## src/rtl/ula_seq.sv

```systemverilog
// Multi-cycle ALU: single-cycle logic/arith ops, shift-add multiply and optional restoring divide.
// Define ULA_SEQ_DIV_EN to build the DIVU/REMU datapath; otherwise ops 9/10 are reported illegal.
module ula_seq #(
  parameter int WIDTH = 32,
  parameter int CNT_W = $clog2(WIDTH) + 1
) (
  input  logic             clk,
  input  logic             rst,
  input  logic             in_valid,
  output logic             in_ready,
  input  logic [3:0]       op,
  input  logic [WIDTH-1:0] a,
  input  logic [WIDTH-1:0] b,
  output logic             out_valid,
  input  logic             out_ready,
  output logic [WIDTH-1:0] result,
  output logic             zero,
  output logic             carry,
  output logic             overflow,
  output logic             negative,
  output logic             div_zero,
  output logic             illegal
);

  localparam logic [3:0] OP_AND   = 4'd0;
  localparam logic [3:0] OP_OR    = 4'd1;
  localparam logic [3:0] OP_ADD   = 4'd2;
  localparam logic [3:0] OP_SUB   = 4'd3;
  localparam logic [3:0] OP_SLT   = 4'd4;
  localparam logic [3:0] OP_SLTU  = 4'd5;
  localparam logic [3:0] OP_NOR   = 4'd6;
  localparam logic [3:0] OP_MUL   = 4'd7;
  localparam logic [3:0] OP_MULHU = 4'd8;
  localparam logic [3:0] OP_DIVU  = 4'd9;
  localparam logic [3:0] OP_REMU  = 4'd10;

  typedef enum logic [1:0] {IDLE, BUSY, DONE} state_t;

  state_t                 state_q, state_d;
  logic [3:0]             op_q, op_d;
  logic [WIDTH-1:0]       a_q, a_d;
  logic [CNT_W-1:0]       cnt_q, cnt_d;
  logic [2*WIDTH-1:0]     prod_q, prod_d;
  logic [WIDTH-1:0]       result_q, result_d;
  logic                   zero_q, zero_d, carry_q, carry_d, ovf_q, ovf_d;
  logic                   neg_q, neg_d, divz_q, divz_d, ill_q, ill_d;
`ifdef ULA_SEQ_DIV_EN
  logic [WIDTH-1:0]       b_q, b_d;
`endif

  // Single-cycle datapath, evaluated on the live inputs so the result is captured on acceptance
  logic [WIDTH:0]         add_w, sub_w;
  logic [WIDTH-1:0]       q_res;
  logic                   q_carry, q_ovf, q_divz, q_ill, q_multi, q_div;

  always_comb begin
    add_w   = {1'b0, a} + {1'b0, b};
    sub_w   = {1'b0, a} - {1'b0, b};
    q_res   = '0;
    q_carry = 1'b0;
    q_ovf   = 1'b0;
    q_divz  = 1'b0;
    q_ill   = 1'b0;
    q_multi = 1'b0;
    q_div   = 1'b0;
    case (op)
      OP_AND:  q_res = a & b;
      OP_OR:   q_res = a | b;
      OP_ADD: begin
        q_res   = add_w[WIDTH-1:0];
        q_carry = add_w[WIDTH];
        q_ovf   = (a[WIDTH-1] == b[WIDTH-1]) && (add_w[WIDTH-1] != a[WIDTH-1]);
      end
      OP_SUB: begin
        q_res   = sub_w[WIDTH-1:0];
        q_carry = sub_w[WIDTH];
        q_ovf   = (a[WIDTH-1] != b[WIDTH-1]) && (sub_w[WIDTH-1] != a[WIDTH-1]);
      end
      OP_SLT:  q_res = {{(WIDTH-1){1'b0}}, ($signed(a) < $signed(b))};
      OP_SLTU: q_res = {{(WIDTH-1){1'b0}}, (a < b)};
      OP_NOR:  q_res = ~(a | b);
      OP_MUL, OP_MULHU: q_multi = 1'b1;
`ifdef ULA_SEQ_DIV_EN
      OP_DIVU, OP_REMU: begin
        if (b == '0) begin
          q_divz = 1'b1;
          q_res  = (op == OP_DIVU) ? '1 : a;
        end else begin
          q_multi = 1'b1;
          q_div   = 1'b1;
        end
      end
`else
      OP_DIVU, OP_REMU: q_ill = 1'b1;
`endif
      default: q_ill = 1'b1;
    endcase
  end

  // One iteration of shift-add multiply or restoring divide; prod_q holds {hi, lo}
  logic [WIDTH:0]         mul_sum;
  logic [2*WIDTH-1:0]     mul_next, step_next;
`ifdef ULA_SEQ_DIV_EN
  logic [WIDTH:0]         rem_sh, div_diff;
  logic [2*WIDTH-1:0]     div_next;
`endif

  always_comb begin
    mul_sum   = {1'b0, prod_q[2*WIDTH-1:WIDTH]} + {1'b0, a_q};
    mul_next  = prod_q[0] ? {mul_sum, prod_q[WIDTH-1:1]} : {1'b0, prod_q[2*WIDTH-1:1]};
    step_next = mul_next;
`ifdef ULA_SEQ_DIV_EN
    rem_sh    = prod_q[2*WIDTH-1:WIDTH-1];
    div_diff  = rem_sh - {1'b0, b_q};
    div_next  = div_diff[WIDTH] ? {rem_sh[WIDTH-1:0], prod_q[WIDTH-2:0], 1'b0}
                                : {div_diff[WIDTH-1:0], prod_q[WIDTH-2:0], 1'b1};
    if (op_q == OP_DIVU || op_q == OP_REMU) step_next = div_next;
`endif
  end

  always_comb begin
    state_d  = state_q;
    op_d     = op_q;
    a_d      = a_q;
    cnt_d    = cnt_q;
    prod_d   = prod_q;
    result_d = result_q;
    zero_d   = zero_q;
    carry_d  = carry_q;
    ovf_d    = ovf_q;
    neg_d    = neg_q;
    divz_d   = divz_q;
    ill_d    = ill_q;
`ifdef ULA_SEQ_DIV_EN
    b_d      = b_q;
`endif
    case (state_q)
      IDLE: begin
        if (in_valid) begin
          op_d  = op;
          a_d   = a;
          cnt_d = '0;
`ifdef ULA_SEQ_DIV_EN
          b_d   = b;
`endif
          if (q_multi) begin
            state_d = BUSY;
            prod_d  = q_div ? {{WIDTH{1'b0}}, a} : {{WIDTH{1'b0}}, b};
          end else begin
            state_d  = DONE;
            result_d = q_res;
            carry_d  = q_carry;
            ovf_d    = q_ovf;
            divz_d   = q_divz;
            ill_d    = q_ill;
          end
        end
      end
      BUSY: begin
        prod_d = step_next;
        if (cnt_q == CNT_W'(WIDTH - 1)) begin
          state_d  = DONE;
          cnt_d    = '0;
          result_d = (op_q == OP_MULHU || op_q == OP_REMU) ? step_next[2*WIDTH-1:WIDTH]
                                                          : step_next[WIDTH-1:0];
          carry_d  = 1'b0;
          ovf_d    = 1'b0;
          divz_d   = 1'b0;
          ill_d    = 1'b0;
        end else begin
          cnt_d = cnt_q + 1'b1;
        end
      end
      DONE: begin
        if (out_ready) state_d = IDLE;
      end
      default: state_d = IDLE;
    endcase
    // zero/negative always follow the result being loaded, including the illegal path
    if (state_d == DONE && state_q != DONE) begin
      zero_d = (result_d == '0);
      neg_d  = result_d[WIDTH-1];
    end
  end

  always_ff @(posedge clk) begin
    if (rst) begin
      state_q  <= IDLE;
      op_q     <= '0;
      a_q      <= '0;
      cnt_q    <= '0;
      prod_q   <= '0;
      result_q <= '0;
      zero_q   <= 1'b0;
      carry_q  <= 1'b0;
      ovf_q    <= 1'b0;
      neg_q    <= 1'b0;
      divz_q   <= 1'b0;
      ill_q    <= 1'b0;
`ifdef ULA_SEQ_DIV_EN
      b_q      <= '0;
`endif
    end else begin
      state_q  <= state_d;
      op_q     <= op_d;
      a_q      <= a_d;
      cnt_q    <= cnt_d;
      prod_q   <= prod_d;
      result_q <= result_d;
      zero_q   <= zero_d;
      carry_q  <= carry_d;
      ovf_q    <= ovf_d;
      neg_q    <= neg_d;
      divz_q   <= divz_d;
      ill_q    <= ill_d;
`ifdef ULA_SEQ_DIV_EN
      b_q      <= b_d;
`endif
    end
  end

  assign in_ready  = (state_q == IDLE);
  assign out_valid = (state_q == DONE);
  assign result    = result_q;
  assign zero      = zero_q;
  assign carry     = carry_q;
  assign overflow  = ovf_q;
  assign negative  = neg_q;
  assign div_zero  = divz_q;
  assign illegal   = ill_q;

endmodule

```

## config.mk

```make
export PLATFORM = sky130hd
export DESIGN_NAME = ula_seq
export DESIGN_NICKNAME = d
export VERILOG_FILES = /design/src/rtl/ula_seq.sv
export SDC_FILE = /design/constraint.sdc
export NUM_CORES = 1
export LEC_CHECK = 0
export BUFFER_PORTS_ARGS = -buffer_cell sky130_fd_sc_hd__buf_2
export CORE_ASPECT_RATIO = 1.5
export CORE_UTILIZATION = 45
export DETAILED_ROUTE_END_ITERATION = 12
export PLACE_DENSITY = 0.64
export SLEW_MARGIN = 20
export SYNTH_ARGS = -nofsm -noshare
export SYNTH_HDL_FRONTEND = slang
export SYNTH_SLANG_ARGS = --single-unit
```

## constraint.sdc

```tcl
create_clock -name clk -period 4.97 [get_ports clk]
set_input_delay 0.994 -clock clk [delete_from_list [all_inputs] [get_ports clk]]
set_output_delay 0.994 -clock clk [all_outputs]
set_load 0.01 [all_outputs]
```

==> key figures <==
Yosys
  • Ys Warns: 0
  • Flops & latches, synth: around 140
  • Async set or reset register ratio after synthesis: 0
  • EDFF count, synth: 0
  • Cell variety after synth: approximately 100
  • Syn avg cell area: around 7 µm²
  • Post-Syn Instances: ~2,000
  • Main flop type after synthesis: dfxtp_1
  • Yosys top cell by area: dfxtp_1
  • Synthesized area: 14,310 µm²
  • Post-synthesis sequential area ratio: 0.2015
  • Syn nets: roughly 2,200
  • Top-area cell type share of the netlist area: 0.2015
  • Biggest area contributors in the synthesized netlist: dfxtp_1 20%, ha_1 12%, nand2_1 7.1%

Placed design
  • DP Cell Count: roughly 2,500
  • Gpl congestion: about 1.0
  • Placement Cell Area: about 15,000 µm²
  • Post-DP HPWL: approximately 48,000 µm
  • # port buffers: 110

Critical path
  • Type of origin of the critical path: input port
  • CP arrival: between 5000 and 6000 ps
  • Worst path slowest cell: or4_1
  • Reg-to-reg endpoint: zero
  • CP cell instances: buf_2 -> inv_1 -> ha_1 -> buf_4 -> nand4_1 -> or4_1 -> a211oi_2 -> nor3b_2 -> o311ai_2 -> o41ai_1 -> nor4b_1 -> or3_1 -> o21a_1 -> nand3_1 -> nor4b_2 -> a32o_1
  • Crit path kind: input port to flop
  • CP max stage delay: between 600 and 700 ps
  • CP Launch Point: b[18]
  • Reg2reg start: prod_q[32]
  • Reg2Reg Setup Slack: about 750 ps
  • CP top delay family: simple AND/OR/NAND/NOR gates
  • Critical Path End Type: flop
  • Buf+Inv Stages, Crit Path: 3
  • Reg2reg path depth: 15
  • Critical Path Fanout Max: 8
  • Worst Path Required: roughly 5400 ps

Finish
  • Post-layout util: 0.5155
  • Area growth syn-to-layout: 12.15%
  • Non-Filler Instances: around 2,500
  • Final #Nets: 2,282
  • Post-Layout Inst Area: between 15,000 and 20,000 µm²
  • Most common cell after layout, fill and taps aside: nand2_1
  • Share of cells above drive strength 1: 0.1256
  • Commonest cells after routing, fill and taps aside: 271 x nand2_1, 213 x nor2_1, 193 x a21oi_1

GRT
  • Grt met3 use: 0.04722
  • GRT overflow: 0
  • First-pass GRT wire length: slightly above 90,000 µm
  • Busiest layer in global routing: met2
  • Met1 usage: 0.4621
  • Largest net degree at the start of global routing: between 80 and 90
  • Number of global-route vias before repair: around 15,000
  • GRT met2 Usage: 0.6137
  • Initial antenna violation count: 1
  • Gr usage total: 0.3745

STA
  • Clock Skew: between 10 and 15 ps
  • Final period util: 0.9339
  • Worst Hold Slack: between 400 and 500 ps
  • Worst rel slew slack: 0.2825
  • Fin crit period: 4642 ps
  • Tightest Pin Transition: between 1000 and 1500 ps
  • Hold Vio Cnt, Final: 0
  • Setup TNS Final: 0 ps
  • Slew Limit Fails: 0
  • Final setup fails: 0
  • Max Clock Freq: around 0.22 GHz
  • RSZ-0062 raised after global routing: no

Routing
  • Drt drc: 0
  • Routed WL per cell: ~25 µm
  • DRT Pass-1 Iters: 5
  • Vias per inst: 6.515
  • Routed vias: between 15,000 and 20,000
  • Antenna-violating nets left: 0
  • Iter 0 DRT Violations: about 1,600
  • WL final: a little over 60,000 µm

CTS
  • CTS buffer count: 17
  • Worst skew pair latency: ~440 ps
  • CTS root buffer: clkbuf_16
  • Clock Sinks: around 140
  • H-tree depth: 4
  • Post-CTS Hold Fix Bufs: 0
  • Setup bufs post-CTS: 0
  • Clock slew at reported path FFs: about 70 ps
  • TritonCTS clock tree: yes
  • PostCTS Resize Cnt: 0
  • CTS max path bufs: 2

Flow run
  • Max cap viols: 0

Hold path
  • Min-Delay Path Class: flop to flop
  • Hold path cells: 2
  • Hold Path End: a_q[6]
  • Hold Crit Start: a_q[6]

Die
  • Ports: 112
  • Core area: around 31,000 µm²
  • Starting Density: 0.4596
  • Die width: ~150 µm
  • Chip Height: 220.4 µm
  • Die footprint: between 30,000 and 40,000 µm²
  • Rows: 79

Status
  • Status: finished clean

Pwr
  • PwrDens: between 200 and 250 nW/µm²
  • Leak: about 6.8 nW
  • Peak VDD IR: around 0.22 mV
layer usage:
| metal | wire, µm | up-vias | share of wire |
|---|---|---|---|
| met5 | 0 | - | 0 |
| met2 | 28100 | 869 | 0.46 |
| met4 | 4472 | 0 | 0.073 |
| met3 | 4885 | 232 | 0.079 |
| li1 | - | 7462 | - |
| met1 | 24090 | 7673 | 0.39 |
worst reg2reg max path: cells and delay by family, from the launching register on:
kind	cells	cell delay, ps
buf+inv	1	200
fa+ha+maj	2	650
xor+xnor	1	120
flops	1	330
compound gates	8	2080
simple gates	2	420
mux	1	370
layout make-up:
cell class / count / area [µm²]
Fill cell: 3163 / 15090
Multi-Input combinational cell: 1617 / 10500
Sequential cell: 144 / 2884
Timing Repair Buffer: 183 / 1126
Tap cell: 405 / 506.7
Clock buffer: 23 / 488.0
Inverter: 110 / 412.9
Clock inverter: 9 / 128.9
Antenna cell: 1 / 2.502
cells in the mapped netlist, types with 6 or more instances:
| cell | count |
|---|---|
| o211ai_1 | 24 |
| nand2_1 | 271 |
| a21oi_1 | 194 |
| inv_1 | 110 |
| nand2b_1 | 15 |
| a221o_1 | 8 |
| a211oi_1 | 25 |
| o21bai_1 | 7 |
| o41ai_1 | 8 |
| xor2_1 | 18 |
| mux2i_1 | 20 |
| and3_1 | 15 |
| nor3b_1 | 7 |
| o311ai_0 | 6 |
| buf_1 | 15 |
| xnor2_1 | 23 |
| o2111ai_1 | 6 |
| o22a_1 | 9 |
| nand3_1 | 28 |
| nor2_1 | 215 |
| nor3_1 | 47 |
| o31ai_1 | 24 |
| nor4_1 | 15 |
| a21o_1 | 34 |
| a221oi_1 | 14 |
| and2_1 | 18 |
| nor2b_1 | 19 |
| nand4_1 | 19 |
| a21boi_0 | 7 |
| o221ai_1 | 8 |
| a211o_1 | 10 |
| a311oi_1 | 42 |
| a22oi_1 | 46 |
| o21a_1 | 9 |
| clkbuf_1 | 99 |
| buf_2 | 26 |
| o21ai_0 | 90 |
| or3_1 | 11 |
| dfxtp_1 | 144 |
| ha_1 | 134 |
| a22o_1 | 6 |
| o22ai_1 | 26 |
| a31oi_1 | 25 |
state kept, by name, indices dropped and copies added (netlist names):
register,cells
op_q,3
state_q,2
a_q,32
negative,1
overflow,1
prod_q,64
result,32
cnt_q,6
zero,1
illegal,1
carry,1
how the worst max path moves through the flow:
stage / to / slack, ps / cells past startpoint
floorplan: zero / 1050 / 15
global placement: zero / 80 / 16
detailed placement: zero / 40 / 16
CTS: zero / 480 / 16
global route: zero / 270 / 16
finish: zero / 330 / 16
through the flow:
step | setup slack (ps) | total power, mW
final | 328.5 | 3.781
after CTS | 482.5 | 3.747
after global placement | 77.74 | 2.390
after global routing | 268.4 | 3.920
after floorplan | 1053 | 1.973
after detailed placement | 41.98 | 2.397
report_power, final:
| group | switching [mW] | internal (mW) |
|---|---|---|
| combinational | 0.762 | 0.399 |
| sequential | 0.0512 | 1.20 |
| clock | 0.524 | 0.842 |
| total | 1.34 | 2.44 |
kinds of logic after synthesis:
logic type	Yosys count	share of synthesized area
xor+xnor	41	0.02509
compound gates	690	0.3313
fa+ha+maj	137	0.1214
other cells	1	0.0002621
flops	144	0.2015
simple gates	725	0.2342
buf+inv	252	0.06916
mux	23	0.01714
Note: power is estimated with default switching activity, not from simulation.
